$ cat src/rtl/bg_pkg.sv
// Shared types and constants for the affine background fetch path.
package bg_pkg;

  typedef enum logic [1:0] {
    IDLE,
    MAP,
    TILE,
    DONE
  } fetch_state_t;

  localparam int unsigned SCR_BLOCK_BYTES  = 2048;
  localparam int unsigned CHAR_BLOCK_BYTES = 16384;
  localparam int unsigned TILE_BYTES_8BPP  = 64;

  // Square map edge length in pixels for a BGxCNT size code.
  function automatic logic [10:0] size_px(input logic [1:0] scr_size);
    return 11'd128 << scr_size;
  endfunction

endpackage

$ cat src/rtl/bg_affine_addr_gen.sv
// Combinational range check, wraparound masking and map/tile address
// generation for one affine texel coordinate.
module bg_affine_addr_gen
  import bg_pkg::*;
#(
  parameter int unsigned VRAM_AW = 17
) (
  input  logic [9:0]         x,
  input  logic [9:0]         y,
  input  logic               overflow,
  input  logic [1:0]         scr_size,
  input  logic               wrap,
  input  logic [4:0]         scr_base,
  input  logic [1:0]         char_base,
  input  logic [7:0]         tile,
  output logic               out_of_range,
  output logic [VRAM_AW-1:0] map_addr,
  output logic [VRAM_AW-1:0] tile_addr
);

  logic [10:0] n_px;
  logic [9:0]  mask;
  logic [9:0]  xm;
  logic [9:0]  ym;
  logic [2:0]  row_shift;

  assign n_px = size_px(scr_size);
  assign mask = 10'(n_px - 11'd1);

  // Masking is harmless when wrap=0 and the coordinate is in range, so it is
  // applied unconditionally; negative two's-complement values wrap correctly.
  assign xm = x & mask;
  assign ym = y & mask;

  assign out_of_range = !wrap && (overflow || ({1'b0, x} >= n_px) || ({1'b0, y} >= n_px));

  // Tiles per row is 16 << scr_size, so the row offset is a shift.
  assign row_shift = 3'd4 + {1'b0, scr_size};

  assign map_addr = VRAM_AW'(scr_base) * VRAM_AW'(SCR_BLOCK_BYTES)
                  + (VRAM_AW'(ym[9:3]) << row_shift)
                  + VRAM_AW'(xm[9:3]);

  assign tile_addr = VRAM_AW'(char_base) * VRAM_AW'(CHAR_BLOCK_BYTES)
                   + VRAM_AW'(tile) * VRAM_AW'(TILE_BYTES_8BPP)
                   + VRAM_AW'({ym[2:0], xm[2:0]});

endmodule

$ cat src/rtl/bg_affine_fetch.sv
// Affine BG (BG2/BG3) texel fetch: map entry read, then 8bpp tile texel read,
// returning one palette index per request.
// Optional feature: define BG_AFFINE_MAP_CACHE_EN for a one-entry map cache.
module bg_affine_fetch
  import bg_pkg::*;
#(
  parameter int unsigned VRAM_AW = 17,
  parameter int unsigned VRAM_DW = 16
) (
  input  logic               clock,
  input  logic               rst_b,
  input  logic               start,
  input  logic [9:0]         x,
  input  logic [9:0]         y,
  input  logic               overflow,
  input  logic [1:0]         scr_size,
  input  logic               wrap,
  input  logic [4:0]         scr_base,
  input  logic [1:0]         char_base,
  output logic               vram_req,
  output logic [VRAM_AW-1:0] vram_addr,
  input  logic               vram_valid,
  input  logic [VRAM_DW-1:0] vram_rdata,
  output logic               busy,
  output logic               pix_valid,
  output logic [7:0]         pix_index,
  output logic               transparent
);

  fetch_state_t state_q, state_d;

  logic [9:0] x_q, y_q;
  logic       ovf_q, wrap_q;
  logic [1:0] size_q, char_base_q;
  logic [4:0] scr_base_q;
  logic [7:0] tile_q, pix_q;
  logic       transp_q;

  logic               idle;
  logic               out_of_range;
  logic [VRAM_AW-1:0] map_addr, tile_addr;
  logic [7:0]         map_byte, tile_byte;
  logic               cache_hit;
  logic [7:0]         cache_byte;

  assign idle = (state_q == IDLE);

  // In IDLE the live request is decoded so the accept cycle can branch;
  // afterwards the latched request drives the addresses.
  bg_affine_addr_gen #(
    .VRAM_AW (VRAM_AW)
  ) u_addr_gen (
    .x            (idle ? x : x_q),
    .y            (idle ? y : y_q),
    .overflow     (idle ? overflow : ovf_q),
    .scr_size     (idle ? scr_size : size_q),
    .wrap         (idle ? wrap : wrap_q),
    .scr_base     (idle ? scr_base : scr_base_q),
    .char_base    (idle ? char_base : char_base_q),
    .tile         (tile_q),
    .out_of_range (out_of_range),
    .map_addr     (map_addr),
    .tile_addr    (tile_addr)
  );

  assign map_byte  = map_addr[0] ? vram_rdata[15:8] : vram_rdata[7:0];
  assign tile_byte = tile_addr[0] ? vram_rdata[15:8] : vram_rdata[7:0];

`ifdef BG_AFFINE_MAP_CACHE_EN
  logic               cache_valid_q;
  logic [VRAM_AW-2:0] cache_haddr_q;
  logic [15:0]        cache_data_q;
  logic [4:0]         cache_sb_q;
  logic [1:0]         cache_sz_q;
  logic               cfg_match;

  assign cfg_match  = (cache_sb_q == scr_base) && (cache_sz_q == scr_size);
  assign cache_hit  = cache_valid_q && cfg_match && (cache_haddr_q == map_addr[VRAM_AW-1:1]);
  assign cache_byte = map_addr[0] ? cache_data_q[15:8] : cache_data_q[7:0];

  // Cache fill on every map read; drop the entry when the map layout changes.
  always_ff @(posedge clock or negedge rst_b) begin
    if (!rst_b) begin
      cache_valid_q <= 1'b0;
      cache_haddr_q <= '0;
      cache_data_q  <= '0;
      cache_sb_q    <= '0;
      cache_sz_q    <= '0;
    end else begin
      if (start && idle && !cfg_match) cache_valid_q <= 1'b0;
      if (state_q == MAP && vram_valid) begin
        cache_valid_q <= 1'b1;
        cache_haddr_q <= map_addr[VRAM_AW-1:1];
        cache_data_q  <= vram_rdata[15:0];
        cache_sb_q    <= scr_base_q;
        cache_sz_q    <= size_q;
      end
    end
  end
`else
  assign cache_hit  = 1'b0;
  assign cache_byte = 8'h00;
`endif

  // Next-state decode and VRAM request generation.
  always_comb begin
    state_d   = state_q;
    vram_req  = 1'b0;
    vram_addr = '0;
    case (state_q)
      IDLE: begin
        if (start) begin
          if (out_of_range)   state_d = DONE;
          else if (cache_hit) state_d = TILE; // map entry already known
          else                state_d = MAP;
        end
      end
      MAP: begin
        vram_req  = 1'b1;
        vram_addr = map_addr;
        if (vram_valid) state_d = TILE;
      end
      TILE: begin
        vram_req  = 1'b1;
        vram_addr = tile_addr;
        if (vram_valid) state_d = DONE;
      end
      DONE:    state_d = IDLE;
      default: state_d = IDLE;
    endcase
  end

  // FSM state register.
  always_ff @(posedge clock or negedge rst_b) begin
    if (!rst_b) state_q <= IDLE;
    else        state_q <= state_d;
  end

  // Request capture, tile number latch and pixel result registers.
  always_ff @(posedge clock or negedge rst_b) begin
    if (!rst_b) begin
      x_q         <= '0;
      y_q         <= '0;
      ovf_q       <= 1'b0;
      wrap_q      <= 1'b0;
      size_q      <= '0;
      char_base_q <= '0;
      scr_base_q  <= '0;
      tile_q      <= '0;
      pix_q       <= '0;
      transp_q    <= 1'b1;
    end else begin
      if (start && idle) begin
        x_q         <= x;
        y_q         <= y;
        ovf_q       <= overflow;
        wrap_q      <= wrap;
        size_q      <= scr_size;
        char_base_q <= char_base;
        scr_base_q  <= scr_base;
        if (out_of_range) begin
          pix_q    <= 8'h00;
          transp_q <= 1'b1;
        end else if (cache_hit) begin
          tile_q <= cache_byte;
        end
      end
      if (state_q == MAP && vram_valid) tile_q <= map_byte;
      if (state_q == TILE && vram_valid) begin
        pix_q    <= tile_byte;
        transp_q <= (tile_byte == 8'h00);
      end
    end
  end

  assign busy        = !idle;
  assign pix_valid   = (state_q == DONE);
  assign pix_index   = pix_q;
  assign transparent = transp_q;

endmodule
$ cat config.mk
export PLATFORM = sky130hd
export DESIGN_NAME = bg_affine_fetch
export DESIGN_NICKNAME = d
export VERILOG_FILES = /design/src/rtl/bg_pkg.sv /design/src/rtl/bg_affine_addr_gen.sv /design/src/rtl/bg_affine_fetch.sv
export SDC_FILE = /design/constraint.sdc
export NUM_CORES = 1
export LEC_CHECK = 0
export ABC_AREA = 1
export BUFFER_PORTS_ARGS = -buffer_cell sky130_fd_sc_hd__clkbuf_2
export CORE_AREA = 2 2 83 85
export DETAILED_ROUTE_END_ITERATION = 16
export DIE_AREA = 0 0 85 87
export GPL_TIMING_DRIVEN = 0
export PLACE_DENSITY_LB_ADDON = 0.05
export SLEW_MARGIN = 20
export SYNTH_ARGS = -nofsm -noshare
export SYNTH_HDL_FRONTEND = slang
export SYNTH_SLANG_ARGS = --single-unit
$ cat constraint.sdc
create_clock -name clock -period 7.6 [get_ports clock]
set_input_delay 0.76 -clock clock [delete_from_list [all_inputs] [get_ports clock]]
set_output_delay 0.76 -clock clock [all_outputs]
set_load 0.005 [all_outputs]
==> impl_metrics.yaml, run 1 <==
layout:
  finalInstanceArea_um2: 4060
  seq_area_um2: 1250
  syn_to_final_growth_pct: 17.2
  multi_input_area_um2: 1860
  layout-drive-gt1-share_pct: 18.0
  n_antenna_cell: 0
  nets: 660
  nFillCells: 638
synthesis:
  synth.area.mux_share_pct: 0.868
  synth_area_leaders: "dfrtp_1 35%, nand2_1 15%, o21ai_0 13%"
  yosysSeqAreaShare_pct: 36.2
  synth_most_common_cell: "nand2_1"
  syn-num-nets: 574
  synth-xor-area-share_pct: 0
  avgSynthCellArea_um2: 6.83
  syn-instance-count: 507
  synth_ff_type: "dfrtp_1"
  netlist.area_leader.share_pct: 35.4
  synth-simple-area-share_pct: 27.1
  synth_edf_count: 0
  synth_area_um2: 3460
  yosysTopAreaCell: "dfrtp_1"
  yosys_warnings: 0
  synth_common_cells: "137 x nand2_1, 90 x o21ai_0, 70 x inv_1"
  synth_top_family_by_area: "simple AND/OR/NAND/NOR gates"
  async_reset_ff_share_pct: 100
  synth-adder-area-share_pct: 6.00
  synth_seq_cells: 50
  ys_types: 32
  synth_compound_area_share_pct: 19.7
timing:
  worst_slew_pin_slew_ps: 694
  fin_crit_ps: 4900
  drv_slew: 0
  hold_viol: 0
  slew_headroom_pct: 53.7
  finalClockSkew_ps: 7.73
  rsz0062_at_grt: "false"
  final.period_utilization_pct: 64.5
  fmax_ghz: 0.204
  setup-tns-final_ps: 0
  holdWs_ps: 492
  setup_viol: 0
status:
  outcome: "completed"
worst_setup_path:
  slowest_delay_ps: 420
  worstPathCellList: "inv_1, ha_1, inv_2, buf_6, buf_6, clkbuf_1, o21ai_0, ha_1, ha_1, inv_1, fa_1, or2_2, nand2_1, nand3_1, nor2_4, nand3_1, nand2_1, nand2_1, nor3_1, clkbuf_2"
  r2r_cells: 17
  startpoint: "state_q[0]$_DFFE_PN0P_"
  r2r_start: "state_q[0]$_DFFE_PN0P_"
  cp_slowest_cell: "dfrtp_1"
  crit_fanout: 10
  r2r-end: "pix_index[7]$_DFFE_PN0P_"
  crit_end: "vram_addr[16]"
  path_buf_inv: 7
  worstPathRequired_ps: 6840
  rrSetupSlack_ps: 4560
  worst-endpoint-arrival_ps: 4140
  critPathKind: "reg2out"
  start_kind: "flop"
  path_delay_family: "simple AND/OR/NAND/NOR gates"
  worstSetupPathDepth: 20
  endpoint_kind: "primary output"
clocking:
  cts_hold_buf: 0
  clk_pin_slew_ps: 100
  numCtsBuffers: 5
  cts_setup_buffers: 0
  h-tree-depth: 2
  insertion_delay_ps: 310
  cts_sinks: 50
  cts_resized: 0
  clockBufferDepth: 2
  cts_tree: "built"
  cts_root_buffer: "clkbuf_8"
global_route:
  grt_pass1_wl_um: 15500
  overflow: 0
  grt_pass1_vias: 3292
  grt_use_total_pct: 26.1
  grt_max_degree: 51
  antenna_found_initial: 0
place:
  dp.final_hpwl_um: 7210
  portBuffers: 79
  placed_cell_area_um2: 3960
  gp_congestion: 0.912
detailed_routing:
  dr.pass1.iters: 5
  drtAntennaViolNets: 0
  drt-vias-per-instance: 5.36
  wire_per_inst_um: 13.8
  initialDrtViolationCount: 198
  drc_errors: 0
  drt_wl_total_um: 9270
  vias: 3613
power:
  ir_drop_mv: 0.279
  power_mw: 1.78
  powerDensity_nw_per_um2: 439
  leakage_nw: 2.21
floorplanning:
  core-area_um2: 6570
  io_pins: 80
  die_w_um: 85
  row_count: 30
  chipHeight_um: 87
  initial_core_util_pct: 52.7
  dieArea_um2: 7400
run:
  maxCapViolCount: 0
worst_hold_path:
  hp-start: "scr_base_q[3]$_DFFE_PN0P_"
  hp-class: "reg2reg"
cell type report:
cell class	instances	area share [%]
multi-input combinational	369	45.8
inverter	71	6.57
timing repair buffer	79	9.81
buffer	17	2.10
sequential	50	30.9
clock inverter	2	0.401
clock buffer	6	2.04
tap	80	2.47
metrics by stage:
stage               util (%)  std cells  setup WS, ps
floorplan                  -        507          3700
global placement        60.2        666          3080
detailed placement      60.3        666          3010
CTS                     61.8        674          2670
global route            61.8        674          2380
finish                  61.8        674          2700
worst register-to-register path: cells and delay by family (launching register included):
kind	cells	cell delay, ps
AO/OA/AOI/OAI	3	520
adder cells (fa/ha/maj)	2	640
buffers and inverters	5	680
flip-flops	1	420
AND/OR/NAND/NOR	7	700
worst min path at each step:
| stage | to | depth (start not counted) |
|---|---|---|
| after detailed placement | y_q[1]$_DFFE_PN0P_ | 2 |
| after global placement | scr_base_q[4]$_DFFE_PN0P_ | 2 |
| final | scr_base_q[3]$_DFFE_PN0P_ | 2 |
| after CTS | y_q[1]$_DFFE_PN0P_ | 2 |
| after floorplan | char_base_q[0]$_DFFE_PN0P_ | 2 |
| after global routing | tile_q[7]$_DFFE_PN0P_ | 2 |
layout by cell type (no fill, tap or decap), types with 5 or more instances in the layout:
cell / instances
a21oi_1: 29
clkbuf_1: 12
clkbuf_2: 78
clkbuf_8: 6
dfrtp_1: 49
ha_1: 15
inv_1: 70
nand2_1: 137
nand2_2: 5
nand3_1: 33
nor2_1: 28
o21ai_0: 90
flip-flops by register name, summed over array words and instances (netlist names), 2 cells and up:
signal,count
char_base_q,2
y_q,10
scr_base_q,5
state_q,2
x_q,10
size_q,2
pix_index,8
tile_q,8
cells by family after synthesis:
group	Yosys count
AOI/OAI and AO/OA	131
adders and majority gates	16
buffers and inverters	88
DFF	50
muxes	3
and+or+nand+nor	219
metal layers:
| metal | GRT usage, % | share of wire [%] | wire length [µm] | vias up |
|---|---|---|---|---|
| met5 | 0 | 0 | 0 | - |
| met1 | 37.3 | 47 | 4390 | 1690 |
| met3 | 2.75 | 4.0 | 367 | 7 |
| met4 | 4.76 | 0.88 | 82 | 0 |
| met2 | 43.5 | 48 | 4440 | 98 |
| li1 | - | - | - | 1818 |
power by group:
part	internal, mW	total [mW]	switching, mW
combinational	0.408	1.16	0.753
sequential	0.393	0.453	0.0597
clock	0.0751	0.169	0.0936
total	0.876	1.78	0.906
Note: power is estimated with default switching activity, not from simulation.
==> run 2: changes to the inputs <==
--- a/config.mk
+++ b/config.mk
@@ -5,11 +5,11 @@
 export SDC_FILE = /design/constraint.sdc
 export NUM_CORES = 1
 export LEC_CHECK = 0
-export ABC_AREA = 1
+export ABC_AREA = 0
 export BUFFER_PORTS_ARGS = -buffer_cell sky130_fd_sc_hd__clkbuf_2
-export CORE_AREA = 2 2 83 85
+export CORE_AREA = 2 2 84 86
 export DETAILED_ROUTE_END_ITERATION = 16
-export DIE_AREA = 0 0 85 87
+export DIE_AREA = 0 0 86 88
 export GPL_TIMING_DRIVEN = 0
 export PLACE_DENSITY_LB_ADDON = 0.05
 export SLEW_MARGIN = 20
==> constraint.sdc (replaced) <==
create_clock -name clock -period 4.7 [get_ports clock]
set_input_delay 0.47 -clock clock [delete_from_list [all_inputs] [get_ports clock]]
set_output_delay 0.47 -clock clock [all_outputs]
set_load 0.005 [all_outputs]
==> impl_metrics.yaml, run 2 <==
status:
  outcome: "completed"
synthesis:
  synth_area_leaders: "dfrtp_1 35%, mux2_2 16%, mux2i_1 10%"
  syn-instance-count: 348
  async_reset_ff_share_pct: 100
  yosysSeqAreaShare_pct: 35.4
  avgSynthCellArea_um2: 10.2
  syn-num-nets: 415
  netlist.area_leader.share_pct: 34.7
  synth_seq_cells: 50
  ys_types: 55
  synth_common_cells: "49 x dfrtp_1, 49 x mux2_2, 36 x mux2i_1"
  yosysTopAreaCell: "dfrtp_1"
  synth_ff_type: "dfrtp_1"
  synth_area_um2: 3540
  yosys_warnings: 0
  synth_edf_count: 0
global_route:
  overflow: 0
  grt_pass1_wl_um: 14400
  grt_pass1_vias: 2953
  antenna_found_initial: 0
  grt_use_total_pct: 24.2
  grt_max_degree: 51
worst_setup_path:
  cpMostUsedCell: "inv_1"
  cp_slowest_cell: "mux2_2"
  endpoint_kind: "primary output"
  start_kind: "flop"
  r2r_start: "state_q[0]$_DFFE_PN0P_"
  worstPathRequired_ps: 4230
  worst-endpoint-arrival_ps: 3940
  slowest_delay_ps: 430
  worstPathCellList: "inv_1, ha_1, buf_6, buf_4, mux2_2, clkbuf_1, nor2_1, ha_1, inv_1, fa_1, inv_1, a21o_1, nand4_1, o21ba_2, xor2_1, o22ai_1, clkbuf_2"
  path_buf_inv: 7
  worstSetupPathDepth: 17
  r2r_cells: 14
  crit_fanout: 10
  startpoint: "state_q[0]$_DFFE_PN0P_"
  critPathKind: "reg2out"
  path_delay_family: "buffers and inverters"
detailed_routing:
  drc_errors: 0
  dr.pass1.iters: 4
  wire_per_inst_um: 16.4
  drtAntennaViolNets: 0
  drt_wl_total_um: 8420
  vias: 2929
  drt-vias-per-instance: 5.71
  initialDrtViolationCount: 98
place:
  dp.final_hpwl_um: 6540
  place_inst: 507
  gp_congestion: 0.913
  placed_cell_area_um2: 4040
  portBuffers: 79
layout:
  layout_commonest_cell: "clkbuf_2"
  n_antenna_cell: 0
  fin_cells: 513
  seq_area_um2: 1250
  multi_input_area_um2: 2170
  nFillCells: 579
  reg_top3: "x_q (10), y_q (10)"
  layout-drive-gt1-share_pct: 36.3
  syn_to_final_growth_pct: 17.2
  final_cell_mix: "79 x clkbuf_2, 49 x mux2_2, 49 x dfrtp_1"
  nets: 499
  fin_util_pct: 62.4
  finalInstanceArea_um2: 4150
timing:
  fin_crit_ps: 4410
  final.period_utilization_pct: 93.8
  hold_viol: 0
  slew_headroom_pct: 50.8
  rsz0062_at_grt: "false"
  worst_slew_pin_slew_ps: 724
  drv_slew: 0
  finalClockSkew_ps: 4.16
  setup_viol: 0
  fmax_ghz: 0.227
clocking:
  h-tree-depth: 2
  numCtsBuffers: 5
  insertion_delay_ps: 310
  cts_tree: "built"
  clk_pin_slew_ps: 100
  cts_root_buffer: "clkbuf_8"
  clockBufferDepth: 2
  cts_sinks: 50
power:
  powerDensity_nw_per_um2: 773
  power_mw: 3.20
  ir_drop_mv: 0.332
  leakage_nw: 1.93
floorplanning:
  initial_core_util_pct: 53.2
  chipHeight_um: 88
  io_pins: 80
  dieArea_um2: 7570
  row_count: 30
  die_w_um: 86
  core-area_um2: 6640
worst_hold_path:
  hp-class: "in2async"
run:
  maxCapViolCount: 0
-- run 2: changes by cell type after synthesis, sizes merged, moves of 33 or more --
cell / before / now
mux2: 0 / 50
mux2i: 3 / 37
o21ai: 96 / 13
nand3: 36 / 3
inv: 71 / 11
nand2: 143 / 29
-- run 2: timing repair --
item | in CTS | in global routing
gates resized for setup | 5 | 5
setup endpoints to repair | 10 | 4
buffers inserted | 0 | 0
hold buffers | 0 | 0
-- run 2: layout make-up --
cell class / instances / area share (%)
multi-input cells: 268 / 52.3
clock inverters: 3 / 0.453
plain buffers: 17 / 2.35
flip-flops and latches: 50 / 30.2
repair buffers: 79 / 9.60
well taps: 80 / 2.41
clock buffers: 5 / 1.66
inverters: 11 / 0.996
-- run 2: stage by stage --
stage	TNS, ps	hold WS [ps]	worst slack (ps)
after floorplan	0	174	686
after global placement	-228	483	-121
after detailed placement	-278	491	-114
after CTS	0	251	83.7
after global routing	0	285	54.9
final	0	220	293
-- run 2: path summary, 6_finish.rpt --
path                                               to  slack, ps
setup / recovery                        vram_addr[14]        290
hold / removal                     y_q[5]$_DFFE_PN0P_        220
setup reg to reg             pix_index[1]$_DFFE_PN0P_       1200
hold reg to reg            char_base_q[0]$_DFFE_PN0P_        510
max in group asynchronous   scr_base_q[3]$_DFFE_PN0P_       4010
min in group clock                 x_q[9]$_DFFE_PN0P_        400
-- run 2: metal layers --
metal  global-route usage [%]  wire length [µm]  part of all wire [%]  up-vias
li1                         -                 -                     -     1452
met1                     31.9              3810                    45     1409
met2                     41.3              4140                    49       59
met3                     4.52               369                   4.4        9
met4                     6.20               105                   1.2        0
met5                        0                 0                     0        -
-- run 2: worst register-to-register path, delay by kind of cell (launching register included) --
kind	cells	cell delay, ps
buf+inv	4	730
flops	1	410
mux	1	260
fa+ha+maj	3	850
compound gates	3	500
simple gates	3	610
-- run 2: power by group --
part / leakage (nW) / switching (mW) / internal, mW
clock network: 0.0483 / 0.157 / 0.105
logic: 1.30 / 1.18 / 0.993
registers: 0.583 / 0.116 / 0.655
-- run 2: logic make-up (layout without fill, tap and decap cells) --
| logic type | Yosys count | count (layout) | share of synthesized area (%) |
|---|---|---|---|
| flip-flops | 50 | 50 | 35.4 |
| AO/OA/AOI/OAI | 68 | 68 | 14.1 |
| XOR/XNOR | 7 | 7 | 1.73 |
| AND/OR/NAND/NOR | 88 | 88 | 11.9 |
| buffers and inverters | 30 | 115 | 3.89 |
| adder cells (fa/ha/maj) | 18 | 18 | 6.44 |
| multiplexers | 87 | 87 | 26.6 |
